--- src/rtl/phy_lane_serializer.sv ---
`default_nettype none
// ============================================================================
// Module      : phy_lane_serializer
// Description : Multi-lane PHY transmit serializer. Buffers parallel flits in a
//               small FIFO and shifts each lane out LSB first, one bit per lane
//               per clock. It can also emit per-lane PRBS7 or stay idle.
// Ports       : clock          - single rising-edge clock
//               reset          - asynchronous active-low reset
//               io_mode        - 0=DATA, 1=PRBS, 2/3=IDLE (sampled per flit)
//               io_in_valid    - flit offered
//               io_in_ready    - FIFO has room (combinational)
//               io_in_bits     - flit, lane i at [i*LANE_W +: LANE_W]
//               io_out_data    - one serial bit per lane
//               io_out_valid   - io_out_data carries a symbol bit
//               io_out_frame   - marks bit 0 of each flit
//               io_fifo_count  - FIFO occupancy
//               io_sent_count  - DATA flits fully sent (wrapping)
// Revision    : 1.0 - initial release
// ============================================================================
module phy_lane_serializer #(
    parameter int NUM_LANES = 16,
    parameter int LANE_W    = 8,
    parameter int DEPTH     = 4
) (
    input  logic                          clock,
    input  logic                          reset,
    input  logic [1:0]                    io_mode,
    input  logic                          io_in_valid,
    output logic                          io_in_ready,
    input  logic [NUM_LANES*LANE_W-1:0]   io_in_bits,
    output logic [NUM_LANES-1:0]          io_out_data,
    output logic                          io_out_valid,
    output logic                          io_out_frame,
    output logic [$clog2(DEPTH+1)-1:0]    io_fifo_count,
    output logic [15:0]                   io_sent_count
);

    localparam int CW = $clog2(DEPTH + 1);
    localparam int PW = (DEPTH > 1) ? $clog2(DEPTH) : 1;
    localparam int IW = (LANE_W > 1) ? $clog2(LANE_W) : 1;

    localparam logic [CW-1:0] c_depthCnt = CW'(DEPTH);
    localparam logic [IW-1:0] c_lastIdx  = IW'(LANE_W - 1);
    localparam logic [1:0]    c_modeData = 2'd0;
    localparam logic [1:0]    c_modePrbs = 2'd1;

    typedef logic [NUM_LANES-1:0][LANE_W-1:0] flit_t;
    typedef logic [NUM_LANES-1:0][6:0]        lfsrVec_t;

    typedef enum logic [0:0] {
        S_IDLE  = 1'b0,
        S_SHIFT = 1'b1
    } state_t;

    // Per-lane PRBS7 seed: (lane mod 127) + 1, never the all-zero lock-up state.
    function automatic logic [6:0] seedOf(input int lane);
        return 7'((lane % 127) + 1);
    endfunction

    function automatic logic [6:0] lfsrStep(input logic [6:0] s);
        return {s[5:0], s[6] ^ s[5]};
    endfunction

    // ---------------------------------------------------------------- state
    flit_t                r_mem [DEPTH];
    logic [PW-1:0]        r_wrPtr;
    logic [PW-1:0]        r_rdPtr;
    logic [CW-1:0]        r_count;
    state_t               r_state;
    logic [IW-1:0]        r_idx;
    flit_t                r_shift;
    logic                 r_isPrbs;
    lfsrVec_t             r_lfsr;
    logic [NUM_LANES-1:0] r_outData;
    logic                 r_outValid;
    logic                 r_outFrame;
    logic [15:0]          r_sentCount;

    // ------------------------------------------------------------ next-state
    logic                 w_push;
    logic                 w_pop;
    logic                 w_boundary;
    state_t               w_stateNext;
    logic [IW-1:0]        w_idxNext;
    flit_t                w_shiftNext;
    logic                 w_isPrbsNext;
    lfsrVec_t             w_lfsrNext;
    logic [NUM_LANES-1:0] w_outDataNext;
    logic                 w_outValidNext;
    logic                 w_outFrameNext;
    logic                 w_sentInc;
    flit_t                w_head;
    logic [6:0]           w_lfsrCur;

    // Ready is gated by reset so nothing is offered acceptance while held.
    assign io_in_ready = reset && (r_count < c_depthCnt);
    assign w_push      = io_in_valid && io_in_ready;
    assign w_head      = r_mem[r_rdPtr];

    always_comb begin
        w_stateNext    = r_state;
        w_idxNext      = r_idx;
        w_pop          = 1'b0;
        w_shiftNext    = r_shift;
        w_isPrbsNext   = r_isPrbs;
        w_lfsrNext     = r_lfsr;
        w_outDataNext  = '0;
        w_outValidNext = 1'b0;
        w_outFrameNext = 1'b0;
        w_sentInc      = 1'b0;
        w_lfsrCur      = '0;
        w_boundary     = (r_state == S_IDLE) || (r_idx == c_lastIdx);

        if (w_boundary) begin
            // Mode is only looked at here, so a flit in flight always completes.
            w_idxNext = '0;
            if ((io_mode == c_modeData) && (r_count != '0)) begin
                w_pop          = 1'b1;
                w_shiftNext    = w_head;
                w_stateNext    = S_SHIFT;
                w_isPrbsNext   = 1'b0;
                w_outValidNext = 1'b1;
                w_outFrameNext = 1'b1;
                for (int i = 0; i < NUM_LANES; i++) begin
                    w_outDataNext[i] = w_head[i][0];
                end
            end else if (io_mode == c_modePrbs) begin
                w_stateNext    = S_SHIFT;
                w_isPrbsNext   = 1'b1;
                w_outValidNext = 1'b1;
                w_outFrameNext = 1'b1;
                for (int i = 0; i < NUM_LANES; i++) begin
                    // Continue the sequence across back-to-back PRBS flits;
                    // restart from the seed on any fresh entry.
                    w_lfsrCur        = (r_state == S_SHIFT && r_isPrbs) ? r_lfsr[i] : seedOf(i);
                    w_outDataNext[i] = w_lfsrCur[6];
                    w_lfsrNext[i]    = lfsrStep(w_lfsrCur);
                end
            end else begin
                w_stateNext  = S_IDLE;
                w_isPrbsNext = 1'b0;
            end
        end else begin
            w_idxNext      = r_idx + IW'(1);
            w_outValidNext = 1'b1;
            if (r_isPrbs) begin
                for (int i = 0; i < NUM_LANES; i++) begin
                    w_outDataNext[i] = r_lfsr[i][6];
                    w_lfsrNext[i]    = lfsrStep(r_lfsr[i]);
                end
            end else begin
                for (int i = 0; i < NUM_LANES; i++) begin
                    w_outDataNext[i] = r_shift[i][w_idxNext];
                end
                // Counted on the edge that puts the final bit on the wire.
                w_sentInc = (w_idxNext == c_lastIdx);
            end
        end
    end

    // --------------------------------------------------------------- registers
    always_ff @(posedge clock or negedge reset) begin
        if (!reset) begin
            for (int d = 0; d < DEPTH; d++) begin
                r_mem[d] <= '0;
            end
            r_wrPtr     <= '0;
            r_rdPtr     <= '0;
            r_count     <= '0;
            r_state     <= S_IDLE;
            r_idx       <= '0;
            r_shift     <= '0;
            r_isPrbs    <= 1'b0;
            for (int i = 0; i < NUM_LANES; i++) begin
                r_lfsr[i] <= seedOf(i);
            end
            r_outData   <= '0;
            r_outValid  <= 1'b0;
            r_outFrame  <= 1'b0;
            r_sentCount <= '0;
        end else begin
            if (w_push) begin
                r_mem[r_wrPtr] <= io_in_bits;
                r_wrPtr        <= r_wrPtr + PW'(1);
            end
            if (w_pop) begin
                r_rdPtr <= r_rdPtr + PW'(1);
            end
            case ({w_push, w_pop})
                2'b10:   r_count <= r_count + CW'(1);
                2'b01:   r_count <= r_count - CW'(1);
                default: r_count <= r_count;
            endcase
            r_state    <= w_stateNext;
            r_idx      <= w_idxNext;
            r_shift    <= w_shiftNext;
            r_isPrbs   <= w_isPrbsNext;
            r_lfsr     <= w_lfsrNext;
            r_outData  <= w_outDataNext;
            r_outValid <= w_outValidNext;
            r_outFrame <= w_outFrameNext;
            if (w_sentInc) begin
                r_sentCount <= r_sentCount + 16'd1;
            end
        end
    end

    assign io_out_data   = r_outData;
    assign io_out_valid  = r_outValid;
    assign io_out_frame  = r_outFrame;
    assign io_fifo_count = r_count;
    assign io_sent_count = r_sentCount;

endmodule
`default_nettype wire

--- config.mk ---
export PLATFORM = sky130hd
export DESIGN_NAME = phy_lane_serializer
export DESIGN_NICKNAME = d
export VERILOG_FILES = /design/src/rtl/phy_lane_serializer.sv
export SDC_FILE = /design/constraint.sdc
export NUM_CORES = 1
export LEC_CHECK = 0
export CAP_MARGIN = 20
export CORE_ASPECT_RATIO = 1.75
export CORE_MARGIN = 2
export CORE_UTILIZATION = 40
export CTS_CLUSTER_SIZE = 20
export DETAILED_ROUTE_END_ITERATION = 10
export PLACE_DENSITY = 0.55
export SYNTH_ARGS = -nofsm -noshare
export SYNTH_HDL_FRONTEND = slang
export SYNTH_SLANG_ARGS = --single-unit
--- constraint.sdc ---
create_clock -name clock -period 3.1 [get_ports clock]
set_input_delay 0.62 -clock clock [delete_from_list [all_inputs] [get_ports clock]]
set_output_delay 0.62 -clock clock [all_outputs]
set_load 0.02 [all_outputs]
==> reports/qor.yml, run 1 <==
status:
  status: "finished, final reports clean"
logic_synthesis:
  yosysWarnings: 0
  synth_area_sq_mm: 0.0345
  synth_largest_area_cell: "dfrtp_1"
  synth_cells: 2261
  synth.area.top_cells: "dfrtp_1, mux2_2, mux4_2"
  ys_seq_area_share_pct: 58.1
  postSynthAreaPerCell_sq_um: 15.2
  ys.flop_type: "dfrtp_1"
  syn_nets: 2404
  synthArstFlopShare_pct: 100
  synth_edf_count: 0
  ys_types: 42
  synth_seq_cells: 798
  synth_top_area_share_pct: 55.6
place:
  gp_congestion: 0.715
  port_buffers: 170
  dpl-instance-area_sq_mm: 0.0374
  pre_cts_ws_ns: 0.331
  dpl.hpwl_um: 49300
routing:
  wire_per_inst_um: 21.9
  drt_pass1_iterations: 5
  remaining_drc_errors: 0
  initialDrtViolationCount: 1072
  drt-total-wl_um: 79500
  via_per_inst: 5.28
  ant_nets: 0
  num_vias: 19200
critical_path:
  crit_chain: "ha_1 > ha_1 > nand2b_2 > mux2i_4 > buf_4 > nor3_1 > nor2_1"
  path_buf_inv: 1
  critPathSlowestCell: "mux2i_4"
  end_kind: "register"
  critPathLaunchType: "register"
  cp.depth: 7
  path_delay_family: "multiplexers"
  cp_max_fo: 30
  cpPeakStageDelay_ns: 0.79
  worstPathRequired_ns: 3.69
  arrival_ns: 3.35
  r2r_cells: 7
  path_class: "reg -> reg"
  path_common_cell: "ha_1"
grt:
  grt_overflow: 0
  grt_pass1_vias: 21200
  antenna_found_initial: 17
  grt_start_max_net_pins: 165
  grt_first_pass_wirelength_um: 126000
  gr-usage-all-layers_pct: 18.6
sta:
  max_slew_margin_pct: 36.4
  holdWs_ns: 0.0531
  fin_crit_sh_pct: 89.0
  rsz0062_at_grt: "no"
  maxSlewViolCount: 0
  worst_pin_slew_ns: 0.934
  fin_tns_setup_ns: 0
  finalSetupViolCount: 0
  fmax_ghz: 0.362
  layout_setup_ws_ns: 0.340
  period_minus_slack_ns: 2.76
  hold_viol: 0
  clock_skew_ns: 0.0215
floorplanning:
  io_pins: 171
  dieArea_sq_mm: 0.0886
  die_x_um: 226
  rows: 142
  die_y_um: 392
  coreArea_sq_mm: 0.0855
  start_util_pct: 40.3
clocking:
  ctsHoldBuffers: 0
  clk_pin_slew_ns: 0.06
  cts_buffer_depth: 3
  cts.sinks: 798
  cts_made_buffers: 78
  clkLatencyLatePin_ns: 0.65
  cts_resized: 0
  htreeDepth: 3
  root_buffer: "clkbuf_16"
  cts_setup_buffers: 0
  cts_tree: "built"
flow_run:
  maxCapViolCount: 0
worst_hold_path:
  worst_hold_path_type: "in -> async"
final_layout:
  area_delta_synth_final_pct: 16.2
  drive_gt1_share_pct: 38.4
  fin_area_sq_mm: 0.0400
  final_util_pct: 46.8
  nets: 2555
power:
  ir_worst_vdd_mv: 0.609
  powerDensity_mw_per_mm2: 1070
  p_leak_nw: 17.4
[cell families (layout without fill, tap and decap cells)]
family / Yosys count / in the layout / share of synthesized area [%]
AOI/OAI and AO/OA: 53 / 53 / 1.03
xor gates and xnor gates: 37 / 37 / 0.941
adders and majority gates: 10 / 10 / 0.385
buffers and inverters: 177 / 392 / 3.58
DFF: 798 / 798 / 58.1
muxes: 787 / 787 / 31.0
other: 0 / 1 / 0
and+or+nand+nor: 399 / 399 / 5.04
[worst reg2reg max path, cell delays in order (launching register included)]
cell and delay, ns:
dfrtp_4 0.48, ha_1 0.21, ha_1 0.25, nand2b_2 0.31, mux2i_4 0.79, buf_4 0.44
nor3_1 0.10, nor2_1 0.11
[sequential cells by signal, summed over array words and instances, names as in the netlist, 2 cells and up]
register / flops
io_out_data: 16
io_fifo_count: 3
r_wrPtr: 2
r_rdPtr: 2
r_lfsr: 112
io_sent_count: 16
r_shift: 128
r_idx: 3
r_mem: 512
[worst paths after layout]
| kind | slack, ns | endpoint | startpoint |
|---|---|---|---|
| worst max-delay path | 0.34 | r_lfsr[71] | r_idx[0] |
| worst min register to register | 0.45 | r_lfsr[23] | r_lfsr[23] |
| max in group asynchronous | 1.68 | r_mem[370] | reset |
| worst max register to register | 0.34 | r_lfsr[71] | r_idx[0] |
| min in group clock | 0.45 | r_lfsr[23] | r_lfsr[23] |
| worst min-delay path | 0.05 | r_mem[317] | reset |
[cells in the mapped netlist, types with 3 or more instances]
library cell and count:
mux2_1 60, xnor2_1 31, nand2_1 185, clkbuf_1 32, dfrtp_1 765, nor2_1 73, buf_6 62, buf_2 31
dfstp_2 33, a22oi_1 16, mux2_2 565, nand4_1 5, o31ai_1 16, xor2_1 6, nand2_2 4, nand3_1 82
mux4_2 160, and3_1 3, nor3_1 34, o21ai_0 17, buf_1 8, buf_4 17, ha_1 9, inv_1 26
[stage by stage]
step / std cells / power [mW]
final: 3629 / 42.7
after global routing: 3628 / 45.4
after CTS: 3628 / 43.4
after detailed placement: 3484 / 33.4
after global placement: 3484 / 32.5
after floorplan: 2261 / 28.5
[layout make-up]
class | instances | area, sq um
inverters | 27 | 104
flip-flops and latches | 798 | 20000
clock buffers | 120 | 2390
diodes | 1 | 2.50
well taps | 1152 | 1440
repair buffers | 221 | 2460
multi-input cells | 1286 | 13300
clock inverters | 24 | 278
fillers | 7410 | 45400
[layer usage]
layer / vias to the layer above / GRT usage, % / wire length, um
li1: 8448 / - / -
met1: 10300 / 23.4 / 33200
met2: 316 / 32.4 / 41100
met3: 115 / 3.69 / 3520
met4: 26 / 5.21 / 1480
met5: - / 0 / 167
[cell usage in the layout (no fill, tap or decap), types with 4 or more instances in the layout]
cell / count
clkbuf_16: 83
buf_12: 30
buf_4: 21
mux2_1: 60
clkbuf_8: 17
dfstp_2: 33
nand2_1: 185
a22oi_1: 16
clkbuf_1: 20
ha_1: 8
nand2_8: 4
nand4_1: 5
bufinv_16: 5
o31ai_1: 16
mux2_2: 565
o21ai_0: 17
nand3_1: 82
nor3_1: 34
mux4_2: 160
clkdlybuf4s50_1: 169
inv_1: 26
clkinv_2: 14
xnor2_1: 31
xor2_1: 6
dfrtp_1: 762
nor2_1: 73
[power by group]
group	switching, mW	total (mW)	internal (mW)
combinational	6.35	14.6	8.27
clock	4.11	9.85	5.74
sequential	2.76	18.2	15.5
No activity file was read; power rests on OpenSTA's default activity.
==> run 2: changes to the inputs <==
--- a/config.mk
+++ b/config.mk
@@ -7,7 +7,6 @@
 export LEC_CHECK = 0
 export CAP_MARGIN = 20
 export CORE_ASPECT_RATIO = 1.75
-export CORE_MARGIN = 2
 export CORE_UTILIZATION = 40
 export CTS_CLUSTER_SIZE = 20
 export DETAILED_ROUTE_END_ITERATION = 10
==> run 2 against run 1 <==
Count of clock-buffer cells in the layout up 8; clock power down 4.6%; final cell count up 0.28%; global-route usage up 0.39 points; worst hold slack better by 0.021 ns; cell area down 0.18%; register-to-register slack better by 0.17 ns; combinational power about the same.
==> reports/qor.yml, run 2 (same netlist as run 1, synthesis figures left out) <==
final_layout:
  nets: 2564  # +0.35%
  largest_registers: "r_mem: 512 flops, r_shift: 128 flops, r_lfsr: 112 flops"
  largest_reg_flops: 512  # unchanged
  drive_gt1_share_pct: 38.1  # -0.33 points
  area_delta_synth_final_pct: 16.0
  layout_common_cells: "dfrtp_1, mux2_2, nand2_1"
  final_common_cell: "dfrtp_1"
  top_register: "r_mem"
place:
  port_buffers: 170  # unchanged
  dpl.hpwl_um: 50500  # +2.5%
  gp_congestion: 0.756  # +5.7%
  pre_cts_ws_ns: 0.204  # -0.128 ns
clocking:
  cts_tree: "built"
  clk_pin_slew_ns: 0.07  # about the same
  cts.sinks: 798  # unchanged
  clkLatencyLatePin_ns: 0.65  # about the same
  ctsHoldBuffers: 0  # unchanged
  root_buffer: "clkbuf_16"
  cts_resized: 0  # unchanged
  cts_setup_buffers: 0  # unchanged
  htreeDepth: 3  # unchanged
  cts_buffer_depth: 3  # unchanged
  cts_made_buffers: 78  # unchanged
power:
  p_int_mw: 29.0  # -1.5%
  comb_power_share_pct: 34.4  # +0.2 points
  p_leak_nw: 17.3  # -0.35%
  p_sw_mw: 13.1  # -1.2%
  swShare_pct: 31.0  # +0.065 points
  ir_worst_vdd_mv: 0.835  # +37%
  powerDensity_mw_per_mm2: 1050  # -1.2%
  clkPwrFrac_pct: 22.3  # -0.8 points
  p_seq_share_pct: 43.3  # +0.6 points
critical_path:
  rrSetupSlack_ns: 0.51  # +0.17 ns
  worstPathRequired_ns: 3.61  # -0.08 ns
  r2r_cells: 7  # unchanged
  cp_max_fo: 65  # +120%
  path_class: "reg -> reg"
  reg2reg_to: "r_shift[106]"
  critPathCapture: "r_shift[106]"
  arrival_ns: 3.10  # -0.25 ns
  critPathLaunch: "r_idx[0]"
  critPathLaunchType: "register"
  r2r_start: "r_idx[0]"
  end_kind: "register"
routing:
  via_per_inst: 5.25  # -0.67%
  num_vias: 19100  # -0.39%
  ant_nets: 0  # unchanged
  remaining_drc_errors: 0  # unchanged
  wire_per_inst_um: 21.9  # -0.15%
  drt-total-wl_um: 79600  # +0.12%
  initialDrtViolationCount: 1087  # +1.4%
  drt_pass1_iterations: 7  # +2
floorplanning:
  rows: 142  # unchanged
  die_y_um: 390  # -0.51%
  dieArea_sq_mm: 0.0874  # -1.4%
  start_util_pct: 40.3  # unchanged
  die_x_um: 224  # -0.89%
  io_pins: 171  # unchanged
  coreArea_sq_mm: 0.0855  # unchanged
sta:
  worst_pin_slew_ns: 0.940  # +0.00519 ns
  layout_setup_ws_ns: 0.514  # +0.174 ns
  fin_tns_setup_ns: 0  # unchanged
  hold_viol: 0  # unchanged
  finalSetupViolCount: 0  # unchanged
  fin_crit_sh_pct: 83.4  # -5.6 points
  max_slew_margin_pct: 37.4  # +0.99 points
  fmax_ghz: 0.387  # +6.7%
  holdWs_ns: 0.0744  # +0.0213 ns
  maxSlewViolCount: 0  # unchanged
  period_minus_slack_ns: 2.59  # -0.174 ns
  rsz0062_at_grt: "no"
  clock_skew_ns: 0.0252  # +0.00370 ns
grt:
  grt_overflow: 0  # unchanged
  grt_first_pass_wirelength_um: 127000  # +0.83%
  gr-usage-all-layers_pct: 19.0  # +0.39 points
  grt_pass1_vias: 21100  # -0.019%
  antenna_found_initial: 14  # -3
  grt_start_max_net_pins: 144  # -13%
status:
  status: "finished, final reports clean"
flow_run:
  maxCapViolCount: 0  # unchanged
worst_hold_path:
  worst_hold_path_type: "in -> async"
[run 2: changes by cell type in the layout (fill, tap and decap cells not counted), moves of 2 or more]
cell        change
clkbuf_1       +12
clkinvlp_4      +3
clkbuf_16       -2
bufinv_16       -3
clkbuf_8        -2
buf_4           +8
clkinv_2       -10
diode_2         +4
[run 2: critical path, stage by stage (launching register included)]
cell,delay (ns)
dfrtp_4,0.41
ha_1,0.14
ha_1,0.26
nor2b_1,0.14
nor4_4,0.30
buf_12,0.39
buf_4,0.39
mux2_2,0.38
[run 2: how the worst min path moves through the flow]
| stage | to | cells past startpoint |
|---|---|---|
| finish | r_isPrbs | 2 |
| global route | r_isPrbs | 2 |
| CTS | r_lfsr[107] | 2 |
| detailed placement | r_lfsr[64] | 2 |
| global placement | r_lfsr[64] | 2 |
| floorplan | io_fifo_count[0] | 0 |
[run 2: power by group through the flow]
| stage | sequential (mW) | clock [mW] | combinational (mW) |
|---|---|---|---|
| 4_1_cts | 18.3 | 9.72 | 14.9 |
| 2_1_floorplan | 17.3 | 0 | 11.1 |
| 5_1_grt | 18.8 | 10.1 | 15.8 |
| 3_3_place_gp | 18.0 | 0 | 14.4 |
| 3_5_place_dp | 18.4 | 0 | 14.9 |
| 6_report | 18.2 | 9.40 | 14.5 |
[run 2: area by class of cell]
| cell class | instances | area [sq um] |
|---|---|---|
| antenna | 5 | 12.5 |
| clock buffer | 128 | 2350 |
| clock inverter | 13 | 155 |
| fill | 7465 | 45500 |
| inverter | 27 | 103 |
| multi-input combinational | 1286 | 13300 |
| sequential | 798 | 20000 |
| tap | 1152 | 1440 |
| timing repair buffer | 230 | 2540 |
[run 2: through the flow]
step                      power [mW]  instance area, sq um  utilization, %  std cells
final                           42.1                 40000            46.8       3639
after global routing            44.7                 40000            46.7       3638
after CTS                       42.9                 39900            46.7       3634
after detailed placement        33.3                 37400            43.8       3493
after global placement          32.4                 37400            43.8       3493
after floorplan                 28.5                 34500               -       2261
[run 2: per-layer routing]
metal	share of wire, %	GRT usage [%]	up-vias
met1	41	23.5	10200
met3	3.9	3.75	110
met2	53	33.1	280
met5	0.11	0	-
li1	-	-	8461
met4	2.1	5.98	14
